===== src/rtl/mlp_scorer.sv =====
// Scores MLPWrapper predictions against a synchronous label ROM; accuracy is computed by repeated subtraction after the last case.
// Latency: 3 enabled cycles per case, plus acr+1 for the divide. A ready rise seen while busy is dropped and sets sticky overrun.
module mlp_scorer #(
    parameter int size_of_output_layer       = 10,
    parameter int number_of_test_cases       = 750,
    parameter int clog2_size_of_output_layer = 4,
    parameter int clog2_number_of_test_cases = 10
) (
    input  logic                                  clk,
    input  logic                                  rst,
    input  logic                                  clk_en,
    input  logic [clog2_size_of_output_layer-1:0] label,
    input  logic                                  ready,
    output logic [clog2_number_of_test_cases-1:0] exp_addr,
    input  logic [clog2_size_of_output_layer-1:0] exp_label,
    output logic                                  result_valid,
    output logic                                  mismatch,
    output logic [clog2_number_of_test_cases:0]   correct_count,
    output logic [clog2_number_of_test_cases:0]   wrong_count,
    output logic [clog2_number_of_test_cases:0]   case_count,
    output logic                                  overrun,
    output logic [6:0]                            acr,
    output logic                                  done
);
    localparam int L  = clog2_size_of_output_layer;
    localparam int LW = L + 1;
    localparam int CW = clog2_number_of_test_cases + 1;
    localparam logic [LW-1:0] NUM_CLASSES = LW'(size_of_output_layer);
    localparam logic [CW-1:0] N_CNT       = CW'(number_of_test_cases);
    localparam logic [16:0]   N_REM       = 17'(number_of_test_cases);

    typedef enum logic [2:0] {IDLE, FETCH, COMPARE, DIVIDE, DONE} state_t;

    state_t        state;
    state_t        state_nxt;
    logic          ready_q;
    logic          rise;
    logic          wrong;
    logic          last;
    logic          busy;
    logic [L-1:0]  label_q;
    logic [CW-1:0] idx;
    logic [CW-1:0] correct_nxt;
    logic [16:0]   rem;
    logic [6:0]    q;

    assign rise        = ready & ~ready_q;
    assign wrong       = (label_q != exp_label) || ({1'b0, label_q} >= NUM_CLASSES);
    assign last        = (case_count + CW'(1)) == N_CNT;
    assign correct_nxt = correct_count + (wrong ? CW'(0) : CW'(1));
    assign busy        = (state == FETCH) || (state == COMPARE) || (state == DIVIDE);
    // idx is one bit wider than the address so it can rest at N after the last case
    assign exp_addr    = idx[CW-2:0];

    always_comb begin
        state_nxt = state;
        case (state)
            IDLE:    if (rise) state_nxt = FETCH;
            FETCH:   state_nxt = COMPARE;
            COMPARE: state_nxt = last ? DIVIDE : IDLE;
            DIVIDE:  if (rem < N_REM) state_nxt = DONE;
            DONE:    state_nxt = DONE;
            default: state_nxt = IDLE;
        endcase
    end

    always_ff @(posedge clk) begin
        if (rst) begin
            state         <= IDLE;
            ready_q       <= 1'b0;
            label_q       <= '0;
            idx           <= '0;
            correct_count <= '0;
            wrong_count   <= '0;
            case_count    <= '0;
            result_valid  <= 1'b0;
            mismatch      <= 1'b0;
            overrun       <= 1'b0;
            rem           <= '0;
            q             <= '0;
            acr           <= '0;
            done          <= 1'b0;
        end else if (clk_en) begin
            state        <= state_nxt;
            ready_q      <= ready;
            result_valid <= 1'b0;
            mismatch     <= 1'b0;
            if (rise && busy)
                overrun <= 1'b1;
            case (state)
                IDLE: begin
                    if (rise)
                        label_q <= label;
                end
                COMPARE: begin
                    result_valid  <= 1'b1;
                    mismatch      <= wrong;
                    correct_count <= correct_nxt;
                    if (wrong)
                        wrong_count <= wrong_count + CW'(1);
                    case_count <= case_count + CW'(1);
                    if (idx < N_CNT)
                        idx <= idx + CW'(1);
                    // dividend must include the case being scored on this same edge
                    if (last) begin
                        rem <= 17'(correct_nxt) * 17'd100;
                        q   <= '0;
                    end
                end
                DIVIDE: begin
                    if (rem >= N_REM) begin
                        rem <= rem - N_REM;
                        q   <= q + 7'd1;
                    end else begin
                        acr  <= q;
                        done <= 1'b1;
                    end
                end
                default: ;
            endcase
        end
    end
endmodule


===== config.mk =====
export PLATFORM = sky130hd
export DESIGN_NAME = mlp_scorer
export DESIGN_NICKNAME = d
export VERILOG_FILES = /design/src/rtl/mlp_scorer.sv
export SDC_FILE = /design/constraint.sdc
export NUM_CORES = 1
export LEC_CHECK = 0
export ABC_AREA = 1
export BUFFER_PORTS_ARGS = -buffer_cell sky130_fd_sc_hd__buf_2
export CAP_MARGIN = 15
export CORE_UTILIZATION = 64
export DETAILED_ROUTE_END_ITERATION = 12
export GPL_ROUTABILITY_DRIVEN = 0
export PLACE_DENSITY_LB_ADDON = 0.05
export SETUP_SLACK_MARGIN = 0.2
export SLEW_MARGIN = 30
export SYNTH_ARGS = -nofsm -noshare
export SYNTH_HDL_FRONTEND = slang
export SYNTH_SLANG_ARGS = --single-unit

===== constraint.sdc =====
create_clock -name clk -period 8.83 [get_ports clk]
set_input_delay 0.4415 -clock clk [delete_from_list [all_inputs] [get_ports clk]]
set_output_delay 0.4415 -clock clk [all_outputs]
set_load 0.02 [all_outputs]

==> results.toml <==
[timing]
worst_pin_slew_ns = 0.930
setup_viol = 0
fmax_ghz = 0.213
fin_skew_ns = 0.0189
min_period_ns = 4.70
rsz0062_at_grt = "false"
fin_hold_ws_ns = 0.335
drv_slew = 0
setup_ws_ns = 4.13
fin_crit_sh_pct = 53.2
relSlewSlack_pct = 37.8
hold_viol = 0
tns_ns = 0

[placed_design]
post-place-ws_ns = 3.99
io_buffer_count = 65
place_inst = 1062
dpl.hpwl_mm = 9.96
place_area_mm2 = 0.00630

[yosys]
synth_mux_area_share_pct = 0
synthArstFlopShare_pct = 0
ys_seq_elements = 86
synth.top_cell.area_share_pct = 28.6
synth_top_family_by_area = "simple AND/OR/NAND/NOR gates"
synth-simple-area-share_pct = 33.7
synth_compound_area_share_pct = 11.5
synthAdderAreaFrac_pct = 10.9
yosysWarnings = 0
ys_top_cells_by_area = "dfxtp_1 29%, nand2_1 12%, ha_1 8.9%"
synth-xor-area-share_pct = 3.64
yosys.area.top_type = "dfxtp_1"
syn_avg_cell_area_um2 = 6.55
synth-edff-count = 0
synth_cells = 919
syn-cell-area_mm2 = 0.00602
synth_flop_cell = "dfxtp_1"
yosysUniqueCellTypes = 36
synth_fp_nets = 980
synth_seq_area_share_pct = 28.6

[clock_tree]
tritoncts = "yes"
clock-sinks = 86
ctsHoldBuffers = 0
cts_made_buffers = 9
htreeDepth = 3
cts-root-buf = "clkbuf_8"
path_clk_slew_ns = 0.11
cts_resized = 0
cts_buffer_depth = 2
worstSkewPairLatency_ns = 0.37
postCtsSetupBuffers = 0

[power]
power_leakage_nw = 3.37
switchingPower_mw = 0.231
peakVddDrop_uv = 72.9
switching_share_pct = 30.2
combPwrFrac_pct = 10.7
seqPwrFrac_pct = 52.5
power.total_mw = 0.765
p_int_mw = 0.534
pwr-share-clk_pct = 36.8
power_density_mw_per_mm2 = 118

[layout]
fill_cells = 834
instances_no_fill = 1078
final_common_cell = "nand2_1"
num_antenna_cells = 0
final_cell_mix = "195 x nand2_1, 126 x inv_1, 116 x nor2_1"
final_nets = 1023
final_cell_area_mm2 = 0.00650
syn2layout_area_growth_pct = 7.98
utilization_pct = 71.0
drive_gt1_share_pct = 12.2

[worst_setup_path]
rr_worst_depth = 22
cp_slowest_stage_delay_ns = 0.51
cp_top_family = "adder cells"
crit_buf_inv = 3
critPathMaxFanout = 6
critPathKind = "reg -> reg"
cp.depth = 22
crit_chain = "o21ai_0 -> o211ai_1 -> nor2_1 -> ha_1 -> ha_1 -> nand3_1 -> nand3b_1 -> xor2_1 -> inv_1 -> ha_1 -> ha_1 -> inv_1 -> fa_1 -> inv_1 -> ha_1 -> a21oi_1 -> nand2_1 -> or2_2 -> nand3_1 -> nand2_1 -> a21oi_1 -> nor2_1"
slowest_stage = "fa_1"
cp-end-kind = "flop"
crit_top_cell = "ha_1"
critPathArrivalTime_ns = 4.97
start_kind = "flop"
crit_required_ns = 9.10

[global_routing]
grt_pass1_wl_mm = 23.0
grt_antenna_before_repair = 0
grt_max_degree = 47
grt_use_total_pct = 28.5
first_global_vias = 5311
overflow = 0

[die]
start_util_pct = 65.8
die_y_um = 99.0
dieArea_mm2 = 0.00980
core_mm2 = 0.00915
num_rows = 35
io_pins = 66
fp.dieW_um = 99.0

[detailed_routing]
num_vias = 5824
antenna_left = 0
wire_per_inst_um = 12.5
drc = 0
first_pass_iters = 5
detail_route.wirelength_mm = 13.5
drt_iter0_markers = 367
viasPerCell = 5.40

[outcome]
outcome = "completed"

[job]
cap_violations = 0

[hold_path]
hold_path_class = "in -> reg"
min_path_cells = 3
==> final timing paths <==
path	start	end	slack (ns)
max	label_q[3]	rem[12]	4.13
min	label[0]	label_q[0]	0.33
max reg2reg	label_q[3]	rem[12]	4.13
min reg2reg	idx[10]	idx[10]	0.44
==> final cells by class <==
| type | count | area, um2 | share of cell area [%] |
|---|---|---|---|
| clock inverters | 7 | 75.1 | 1.16 |
| inverters | 136 | 510 | 7.86 |
| well taps | 111 | 139 | 2.14 |
| flip-flops and latches | 86 | 1720 | 26.5 |
| clock buffers | 9 | 124 | 1.91 |
| repair buffers | 66 | 333 | 5.12 |
| multi-input cells | 663 | 3600 | 55.3 |
==> routing by layer <==
| metal | track usage, % | vias up | share of wire (%) |
|---|---|---|---|
| met1 | 34.9 | 2639 | 46 |
| met4 | 9.18 | 0 | 1.7 |
| met2 | 51.1 | 132 | 48 |
| li1 | - | 3032 | - |
| met5 | 0 | - | 0 |
| met3 | 4.40 | 21 | 4.3 |
==> flip-flops by register name, indices dropped and copies added (netlist names) <==
signal         count
idx               11
correct_count     11
done               1
overrun            1
label_q            4
mismatch           1
case_count        11
q                  7
ready_q            1
acr                7
state              3
wrong_count       11
result_valid       1
rem               16
==> worst register-to-register path, stage by stage (launching register included) <==
cell	delay, ns
dfxtp_1	0.33
o21ai_0	0.16
o211ai_1	0.14
nor2_1	0.25
ha_1	0.25
ha_1	0.23
nand3_1	0.19
nand3b_1	0.23
xor2_1	0.28
inv_1	0.11
ha_1	0.29
ha_1	0.27
inv_1	0.05
fa_1	0.51
inv_1	0.04
ha_1	0.35
a21oi_1	0.25
nand2_1	0.10
or2_2	0.27
nand3_1	0.07
nand2_1	0.06
a21oi_1	0.12
nor2_1	0.07
==> power groups by stage <==
stage          Combinational [mW]  Sequential, mW  Clock [mW]
2_1_floorplan              0.0549           0.415           0
3_3_place_gp               0.0787           0.410           0
3_5_place_dp               0.0815           0.411           0
4_1_cts                    0.0818           0.402       0.284
5_1_grt                    0.0931           0.403       0.300
6_report                   0.0818           0.402       0.282
==> logic make-up (layout without fill, tap and decap cells) <==
kind of cell,after synthesis,count (layout)
buf+inv,170,218
compound gates,132,132
simple gates,457,457
flops,86,86
fa+ha+maj,49,49
xor+xnor,25,25
==> synthesized netlist by cell type (all sizes together), types with 5 or more instances <==
library cell and instances:
nor4 5, xor2 17, nand3b 7, inv 135, nand3 85, ha 43
nor3 22, fa 6, o211ai 5, nor2 124, o21ai 55, nand2 201
a21oi 65, dfxtp 86, buf 19, clkbuf 15, xnor2 8, nand4 8
Note: power is estimated with default switching activity, not from simulation.
